$ cat config.mk
export PLATFORM = sky130hd
export DESIGN_NAME = bwt_search_ctrl
export DESIGN_NICKNAME = d
export VERILOG_FILES = /design/src/rtl/bwt_pkg.sv /design/src/rtl/bwt_interval_update.sv /design/src/rtl/bwt_search_ctrl.sv
export SDC_FILE = /design/constraint.sdc
export NUM_CORES = 1
export LEC_CHECK = 0
export ABC_AREA = 1
export CORE_MARGIN = 10
export CORE_UTILIZATION = 53
export DETAILED_ROUTE_END_ITERATION = 7
export PLACE_DENSITY = 0.86
export SYNTH_ARGS = -nofsm -noshare
export SYNTH_HDL_FRONTEND = slang
export SYNTH_SLANG_ARGS = --single-unit
export TNS_END_PERCENT = 30
$ cat constraint.sdc
create_clock -name clk -period 4.4 [get_ports clk]
set_clock_uncertainty 0.2 [all_clocks]
set_input_delay 0.44 -clock clk [delete_from_list [all_inputs] [get_ports clk]]
set_output_delay 0.44 -clock clk [all_outputs]
set_load 0.005 [all_outputs]
$ cat src/rtl/bwt_pkg.sv
// Shared definitions for the BWT backward-search controller.
// Holds the base encodings, the controller state enum, the address/value
// widths and a helper that picks one C-table entry out of the packed table.
package bwt_pkg;

    localparam int TAGT_NUM    = 64;    // max query length in bases
    localparam int TAGT_LENGTH = 6;     // target memory address width
    localparam int REF_NUM     = 1024;  // suffix-array rows
    localparam int REF_LENGTH  = 10;    // reference address / Occ / C width

    localparam logic [1:0] BASE_A = 2'b00;
    localparam logic [1:0] BASE_C = 2'b01;
    localparam logic [1:0] BASE_G = 2'b10;
    localparam logic [1:0] BASE_T = 2'b11;

    typedef enum logic [2:0] {
        IDLE  = 3'd0,
        FETCH = 3'd1,
        SEL   = 3'd2,
        WAIT  = 3'd3,
        DONE  = 3'd4
    } state_e;

    // C[base] from the packed table: A in the low slice, T in the high slice.
    function automatic logic [REF_LENGTH-1:0] cSel(
        input logic [4*REF_LENGTH-1:0] cTab,
        input logic [1:0]              base
    );
        logic [REF_LENGTH-1:0] r;
        case (base)
            BASE_A:  r = cTab[1*REF_LENGTH-1:0*REF_LENGTH];
            BASE_C:  r = cTab[2*REF_LENGTH-1:1*REF_LENGTH];
            BASE_G:  r = cTab[3*REF_LENGTH-1:2*REF_LENGTH];
            BASE_T:  r = cTab[4*REF_LENGTH-1:3*REF_LENGTH];
            default: r = {REF_LENGTH{1'b0}};
        endcase
        return r;
    endfunction

endpackage

$ cat src/rtl/bwt_interval_update.sv
// One backward-search narrowing step (pure combinational).
// Ports:
//   cVal    - C[a] for the base being processed
//   occLo   - raw Occ(a, low-1) from the selector
//   occHi   - Occ(a, high) from the selector
//   loZero  - low bound was 0, so Occ(a, -1) is taken as 0
//   newLow  - C[a] + occ_lo, truncated to REF_LENGTH bits
//   newHigh - C[a] + occ_hi - 1, truncated to REF_LENGTH bits
//   empty   - occ_hi == occ_lo, the narrowed interval holds no rows
module bwt_interval_update
    import bwt_pkg::*;
(
    input  logic [REF_LENGTH-1:0] cVal,
    input  logic [REF_LENGTH-1:0] occLo,
    input  logic [REF_LENGTH-1:0] occHi,
    input  logic                  loZero,
    output logic [REF_LENGTH-1:0] newLow,
    output logic [REF_LENGTH-1:0] newHigh,
    output logic                  empty
);

    localparam logic [REF_LENGTH:0] WIDE_ONE = {{REF_LENGTH{1'b0}}, 1'b1};

    logic [REF_LENGTH-1:0] occLoEff_s;
    logic [REF_LENGTH:0]   lowSum_s;
    logic [REF_LENGTH:0]   highSum_s;

    // Sums are formed one bit wider so the carry is dropped explicitly.
    always_comb begin
        if (loZero) begin
            occLoEff_s = {REF_LENGTH{1'b0}};
        end else begin
            occLoEff_s = occLo;
        end
        lowSum_s  = {1'b0, cVal} + {1'b0, occLoEff_s};
        highSum_s = {1'b0, cVal} + {1'b0, occHi} - WIDE_ONE;
        newLow    = lowSum_s[REF_LENGTH-1:0];
        newHigh   = highSum_s[REF_LENGTH-1:0];
        empty     = (occHi == occLoEff_s);
    end

endmodule

$ cat src/rtl/bwt_search_ctrl.sv
// Backward-search controller: walks the query from its last base to its
// first, narrowing the suffix-array interval [low, high] via the Occ
// selector, three cycles per base (FETCH target base, SEL issue Occ read,
// WAIT consume Occ results).
// Ports:
//   clk, rst_n          - clock, asynchronous active-low reset
//   start, q_len        - one-cycle start pulse and query length (IDLE only)
//   c_tab               - packed C table, C[A] in the low slice
//   t_en, t_addr, t_data- target memory read port (data one cycle later)
//   sig                 - registered base select to the Occ selector
//   rEn, rAddr0, rAddr1 - Occ read port for the low-1 and high bounds
//   data0, data1        - Occ results, valid the cycle after rEn
//   busy, done          - search in progress / one-cycle completion pulse
//   found, res_low/high - outcome and final interval, held until next start
module bwt_search_ctrl
    import bwt_pkg::*;
(
    input  logic                    clk,
    input  logic                    rst_n,
    input  logic                    start,
    input  logic [TAGT_LENGTH:0]    q_len,
    input  logic [4*REF_LENGTH-1:0] c_tab,
    output logic                    t_en,
    output logic [TAGT_LENGTH-1:0]  t_addr,
    input  logic [1:0]              t_data,
    output logic [1:0]              sig,
    output logic                    rEn,
    output logic [REF_LENGTH-1:0]   rAddr0,
    output logic [REF_LENGTH-1:0]   rAddr1,
    input  logic [REF_LENGTH-1:0]   data0,
    input  logic [REF_LENGTH-1:0]   data1,
    output logic                    busy,
    output logic                    done,
    output logic                    found,
    output logic [REF_LENGTH-1:0]   res_low,
    output logic [REF_LENGTH-1:0]   res_high
);

    localparam logic [REF_LENGTH-1:0]  REF_ZERO = {REF_LENGTH{1'b0}};
    localparam logic [REF_LENGTH-1:0]  REF_ONE  = {{(REF_LENGTH-1){1'b0}}, 1'b1};
    localparam logic [REF_LENGTH-1:0]  REF_LAST = REF_LENGTH'(REF_NUM - 1);
    localparam logic [TAGT_LENGTH-1:0] IDX_ZERO = {TAGT_LENGTH{1'b0}};
    localparam logic [TAGT_LENGTH-1:0] IDX_ONE  = {{(TAGT_LENGTH-1){1'b0}}, 1'b1};
    localparam logic [TAGT_LENGTH:0]   QLEN_ZERO = {(TAGT_LENGTH+1){1'b0}};

    state_e                  stateR;
    state_e                  nextState_s;
    logic [REF_LENGTH-1:0]   lowR;
    logic [REF_LENGTH-1:0]   highR;
    logic [TAGT_LENGTH-1:0]  idxR;
    logic                    loZeroR;
    logic [1:0]              sigR;
    logic                    busyR;
    logic                    doneR;
    logic                    foundR;
    logic [REF_LENGTH-1:0]   resLowR;
    logic [REF_LENGTH-1:0]   resHighR;

    logic [REF_LENGTH-1:0]   cVal_s;
    logic [REF_LENGTH-1:0]   newLow_s;
    logic [REF_LENGTH-1:0]   newHigh_s;
    logic                    empty_s;

    // C entry for the base latched in SEL; sigR is stable through WAIT.
    always_comb begin
        cVal_s = cSel(c_tab, sigR);
    end

    bwt_interval_update uUpdate (
        .cVal    (cVal_s),
        .occLo   (data0),
        .occHi   (data1),
        .loZero  (loZeroR),
        .newLow  (newLow_s),
        .newHigh (newHigh_s),
        .empty   (empty_s)
    );

    // Next-state logic.
    always_comb begin
        nextState_s = stateR;
        case (stateR)
            IDLE: begin
                if (start) begin
                    if (q_len == QLEN_ZERO) begin
                        nextState_s = DONE;
                    end else begin
                        nextState_s = FETCH;
                    end
                end else begin
                    nextState_s = IDLE;
                end
            end
            FETCH: nextState_s = SEL;
            SEL:   nextState_s = WAIT;
            WAIT: begin
                if (empty_s || (idxR == IDX_ZERO)) begin
                    nextState_s = DONE;
                end else begin
                    nextState_s = FETCH;
                end
            end
            DONE:    nextState_s = IDLE;
            default: nextState_s = IDLE;
        endcase
    end

    // Memory-port strobes decode straight from the state register so the two
    // enables are mutually exclusive; addresses come from registers only.
    always_comb begin
        t_en   = (stateR == FETCH);
        rEn    = (stateR == SEL);
        t_addr = idxR;
        if (lowR == REF_ZERO) begin
            rAddr0 = REF_ZERO;
        end else begin
            rAddr0 = lowR - REF_ONE;
        end
        rAddr1 = highR;
    end

    // State, interval and result registers.
    always_ff @(posedge clk or negedge rst_n) begin
        if (!rst_n) begin
            stateR   <= IDLE;
            lowR     <= REF_ZERO;
            highR    <= REF_ZERO;
            idxR     <= IDX_ZERO;
            loZeroR  <= 1'b0;
            sigR     <= 2'b00;
            busyR    <= 1'b0;
            doneR    <= 1'b0;
            foundR   <= 1'b0;
            resLowR  <= REF_ZERO;
            resHighR <= REF_ZERO;
        end else begin
            stateR <= nextState_s;
            doneR  <= (nextState_s == DONE);
            busyR  <= (nextState_s != IDLE);
            case (stateR)
                IDLE: begin
                    if (start) begin
                        lowR  <= REF_ZERO;
                        highR <= REF_LAST;
                        if (q_len == QLEN_ZERO) begin
                            // Empty query matches every row.
                            foundR   <= 1'b1;
                            resLowR  <= REF_ZERO;
                            resHighR <= REF_LAST;
                        end else begin
                            idxR     <= q_len[TAGT_LENGTH-1:0] - IDX_ONE;
                            foundR   <= 1'b0;
                            resLowR  <= REF_ZERO;
                            resHighR <= REF_ZERO;
                        end
                    end
                end
                SEL: begin
                    sigR    <= t_data;
                    loZeroR <= (lowR == REF_ZERO);
                end
                WAIT: begin
                    if (empty_s) begin
                        // Report the last non-empty interval.
                        foundR   <= 1'b0;
                        resLowR  <= lowR;
                        resHighR <= highR;
                    end else begin
                        lowR  <= newLow_s;
                        highR <= newHigh_s;
                        if (idxR == IDX_ZERO) begin
                            foundR   <= 1'b1;
                            resLowR  <= newLow_s;
                            resHighR <= newHigh_s;
                        end else begin
                            idxR <= idxR - IDX_ONE;
                        end
                    end
                end
                default: begin
                end
            endcase
        end
    end

    assign sig      = sigR;
    assign busy     = busyR;
    assign done     = doneR;
    assign found    = foundR;
    assign res_low  = resLowR;
    assign res_high = resHighR;

endmodule

== After elaboration in Yosys (flattened, before gate mapping) ==
Index checks and enable logic that the tools add are counted.
Word-level totals
  input port bits: 72
  flip-flop bits (word level): 55
Operators by class
  muxes and demuxes: 31
  add/subtract/negate cells: 6
  reduce and logical (&&, ||, !) cells: 11
  equal/unequal tests: 13
Operators by type and width (count)
  2-to-1 mux 10 bit: 12
  case mux 10 bit (2 select lines): 4
  case mux 10 bit (4 select lines): 1
  2-to-1 mux 6 bit: 4
  adder 10 bit: 2
  subtractor 10 x 1 -> 10 bit (second input constant): 2
  case mux 3 bit (4 select lines): 1
  case mux 6 bit (2 select lines): 1
  subtractor 6 x 1 -> 6 bit (second input constant): 2
  == test 10 bit: 1
  logical NOT 10 bit: 1
  2-to-1 mux 3 bit: 3
  inequality test 2 bit (second input constant): 4
  logical NOT 7 bit: 1
  == test 3 x 2 -> 1 bit (second input constant): 2
  logical NOT 6 bit: 1
  AND reduction 3 bit: 2
  AND reduction 5 bit: 1
  == test 2 bit (second input constant): 2
  2-to-1 mux 1 bit: 4
  == test 3 x 1 -> 1 bit (second input constant): 1
  == test 3 bit (second input constant): 1
  logical NOT 3 bit: 1
  inequality test 3 bit (second input constant): 1
  other kinds (6): 6

== Logic depth before layout (Yosys ltp) ==
  depth in word-level cells: 7
  depth in mapped cells: 21
  gate-level depth less buffers: 21

== Cells and area by module ==
From an unflattened synthesis, not the netlist that was laid out.
Unflattened totals
  cell total of the unflattened synthesis: 645
  area, all modules: 4324.1 sq um
Modules (own cells, without submodules)
  bwt_search_ctrl: sequential area each 1376.3 sq um, times used 1, area each 2962.8 sq um, cells an instance 394
  bwt_interval_update: sequential area each 0.0 sq um, times used 1, area each 1361.3 sq um, cells an instance 251

== Worst setup path after synthesis ==
No wires, ideal clock.
  path type: reg2reg
  from: register sigR[1], in the netlist sig[1]
  to: register resHighR[9], in the netlist res_high[9]
  slack: 1346 ps
  data arrival time: 2741 ps
  path buffers: 0
  period minus slack after synthesis: 3054 ps
  cell stages (with the launch flop): 22
  cell sequence: dfrtp_1 inv_1 nor2_1 a221oi_1 nand2_1 o21ai_0 ha_1 inv_1 ha_1 inv_1 fa_1 nand3b_1 nand2_1 nand2_1 nand3_1 inv_1 nand2_1 nand3_1 nand2_1 nand2_1 nand2_1 inv_1
On the way
  longest elaborated chain between the ends: 7
  elaborated cells between the ends (all ways): 10
  those cells by class: 2 x add/sub; 3 x eq/ne; 4 x mux; 1 x reduce/logical
RTL lines
  from (decl): line bwt_search_ctrl.sv:52  | logic [1:0] sigR;
  from (signal assigned): line bwt_search_ctrl.sv:159  | sigR <= t_data;
  == test 2 bit, or another cell as far along: line bwt_pkg.sv:30  | case (base)
  case mux 10 bit (4 select lines) (*): line bwt_pkg.sv:30
  adder 10 bit (*): line bwt_interval_update.sv:36  | highSum_s = {1'b0, cVal} + {1'b0, occHi} - WIDE_ONE;
  subtractor 10 x 1 -> 10 bit (*): line bwt_interval_update.sv:36
  2-to-1 mux 10 bit (*): line bwt_search_ctrl.sv:171  | if (idxR == IDX_ZERO) begin
  2-to-1 mux 10 bit (*): line bwt_search_ctrl.sv:163  | if (empty_s) begin
  case mux 10 bit (2 select lines) (*): line bwt_search_ctrl.sv:140  | case (stateR)
  to (signal assigned): line bwt_search_ctrl.sv:167  | resHighR <= highR;
  to (signal assigned): line bwt_search_ctrl.sv:174  | resHighR <= newHigh_s;
  to (decl): line bwt_search_ctrl.sv:57  | logic [REF_LENGTH-1:0] resHighR;
Mark *: on every way between the ends. The rest lies on a longest branch, timed or not. The select of a mux whose other input is x is not followed.
A chain may end at the register's enable or synchronous reset.

== Worst setup path after layout ==
Ends and elaborated chain as after synthesis.

==> flow_summary_export.csv <==
group,metric,value,unit
run_status,status,"completed",
place,place_ws,0.853,ns
grt,grt_max_degree,56,
sta,fin_tns_setup,0,ns
critical_path,crit_arrival,3.68,ns
clocking,holdBufCountCts,0,
sta,post-route-period-util,0.829,
synthesis,yosysTopAreaCell,"dfrtp_1",
die,row_count,33,
pwr,ir_worst_vdd,0.535,mV
run,max-cap-violations,0,
final_layout,fillers,707,
synthesis,yosys.cell_count.top_type,"nand2_1",
final_layout,nNetsFinal,892,
sta,tightest_slew,0.713,ns
sta,setup_violations,0,
routing,postRouteAntennaNets,0,
final_layout,syn_to_final_growth,31.8,%
synthesis,yosysWarnings,0,
routing,avgViaCountPerCell,5.31,
grt,grt_pass1_vias,4706,
synthesis,yosys_most_used_dff,"dfrtp_1",
die,dieArea,12500,sq um
critical_path,cp-start-kind,"flip-flop",
routing,routed_wirelength,14800,microns
place,io_buffers,124,
sta,whs,0.0212,ns
routing,drt_iter0_drc,290,
clocking,cts_resized,0,
pwr,power_density,784,nW/um^2
grt,grt-ovfl-total,0,
synthesis,synth.yosys.seq_area_share,0.308,
synthesis,synth_async_sr_flop_share,1.00,
grt,track_usage,0.230,
critical_path,setup.worst_path.class,"reg -> reg",
critical_path,cp_data_required_time,4.43,ns
place,hpwl,12000,microns
clocking,cts.clk_slew.worst_paths,0.10,ns
clocking,cts_setup_buffers,0,
final_layout,drive_gt1_frac,0.0430,
synthesis,synth_top_area_frac,0.308,
clocking,cts.sink_count,55,
sta,slew_violations,0,
die,floorplan.initialDensity,0.545,
sta,setup_ws,0.750,ns
critical_path,cp-end-kind,"flip-flop",
final_layout,finish.utilization,0.718,
die,core,8220,sq um
die,die_x,112,microns
final_layout,ff_latch_area,1380,sq um
pwr,power,4.62,mW
sta,relSlewSlack,0.525,
routing,drtPass1Iterations,5,
synthesis,netlist_instances,669,
synthesis,yosys-top-cells-count,"225 x nand2_1, 102 x inv_1, 55 x dfrtp_1, 45 x nand3_1, 43 x nor2_1",
clocking,cts_tree,"built",
routing,vias,4760,
clocking,cts_root_buf,"clkbuf_8",
clocking,cts_buffers,5,
routing,drc,0,
synthesis,synth-edff-count,0,
synthesis,avgSynthCellArea,6.69,sq um
grt,grt_first_pass_wirelength,24000,microns
final_layout,fin_cells,896,
sta,rsz0062_at_grt,"no",
sta,hold_violations,0,
grt,antenna_found_initial,0,
final_layout,antenna_cells,0,
die,ioPinCount,125,
sta,fin_crit,3.65,ns
synthesis,synth_nets,771,
critical_path,r2r_slack,0.75,ns
hold_path,hold_path_class,"in -> async",
synthesis,ys_ff_latch,55,
synthesis,mappedNetlistArea,4480,sq um
place,globalplace.congestion,0.941,
sta,fmax,274,MHz
clocking,htree_levels,2,
final_layout,final_area,5900,sq um
place,place_area,5760,sq um
die,chipHeight,112,microns
place,placedCellCount,888,
clocking,clock_latency,0.32,ns
routing,routedWlPerCell,16.5,microns
synthesis,synth_cell_types,34,
synthesis,yosys-top-cells-area,"dfrtp_1 31%, nand2_1 19%, inv_1 8.6%, ha_1 7.8%, nand3_1 5.0%",
pwr,p_leak,3.07,nW
critical_path,path_max_fanout,12,
clocking,clockBufferDepth,2,
final_layout,multi_input_area,2590,sq um
cell type report:
class	instances	area share
multi-input combinational	492	0.439
inverter	109	0.0694
timing repair buffer	127	0.213
clock inverter	2	0.0102
clock buffer	6	0.0123
sequential	55	0.233
tap	105	0.0223
where the power goes:
| group | total (mW) | internal (mW) | switching (mW) |
|---|---|---|---|
| registers | 0.843 | 0.696 | 0.146 |
| logic | 3.38 | 1.40 | 1.98 |
| clock network | 0.400 | 0.228 | 0.172 |
layout by cell type (no fill, tap or decap), types with 2 or more instances in the layout:
master / count
nand2_1: 225
clkdlybuf4s50_1: 123
inv_1: 102
dfrtp_1: 55
nand3_1: 45
nor2_1: 43
o21ai_0: 32
a21oi_1: 29
ha_1: 28
nand3b_1: 13
xor2_1: 11
xnor2_1: 8
o21ai_1: 8
a221oi_1: 7
o22ai_1: 6
nor2_2: 5
inv_2: 5
nor3_1: 5
nand4_1: 5
clkbuf_8: 5
nand3_2: 4
nand2_2: 4
o21a_1: 3
buf_4: 3
clkinv_1: 2
or2_2: 2
o21bai_1: 2
fa_1: 2
bufinv_16: 2
worst max-delay path: stages, from the launching register on:
cell and delay [ns]:
dfrtp_1 0.40, inv_1 0.19, nor2_1 0.54, a221oi_1 0.17, nand2_1 0.10, o21ai_0 0.11, ha_1 0.29, inv_1 0.06
ha_1 0.17, inv_1 0.06, fa_1 0.39, nand3b_1 0.20, nand2_1 0.13, nand2_1 0.07, nand3_1 0.09, inv_1 0.04
nand2_1 0.08, nand3_1 0.07, nand2_1 0.08, nand2_1 0.05, nand2_1 0.06, inv_1 0.03
sequential cells by signal (all words and copies together) (netlist names):
signal,cells
sig,2
res_high,10
stateR,3
res_low,10
busy,1
lowR,10
loZeroR,1
t_addr,6
done,1
rAddr1,10
found,1
worst paths after layout:
| check | from | end | depth (start not counted) |
|---|---|---|---|
| min in group clk | res_low[7] | res_low[7] | 2 |
| worst max-delay path | sig[1] | res_high[9] | 21 |
| worst min register to register | res_low[7] | res_low[7] | 2 |
| max in group asynchronous | rst_n | sig[1] | 2 |
| worst min-delay path | rst_n | loZeroR | 2 |
| worst max register to register | sig[1] | res_high[9] | 21 |
per-layer routing:
layer / GRT usage / part of all wire / vias to the layer above / wire (microns)
li1: - / - / 2367 / -
met1: 0.262 / 0.40 / 2225 / 5880
met2: 0.423 / 0.53 / 142 / 7770
met3: 0.0456 / 0.056 / 26 / 825
met4: 0.0608 / 0.020 / 0 / 296
met5: 0 / 0 / - / 0
logic make-up after synthesis:
| family | synth area share |
|---|---|
| DFF | 0.308 |
| xor gates and xnor gates | 0.0372 |
| and+or+nand+nor | 0.344 |
| AOI/OAI and AO/OA | 0.110 |
| buffers and inverters | 0.114 |
| adders and majority gates | 0.0872 |
(Power assumes the default switching activity.)
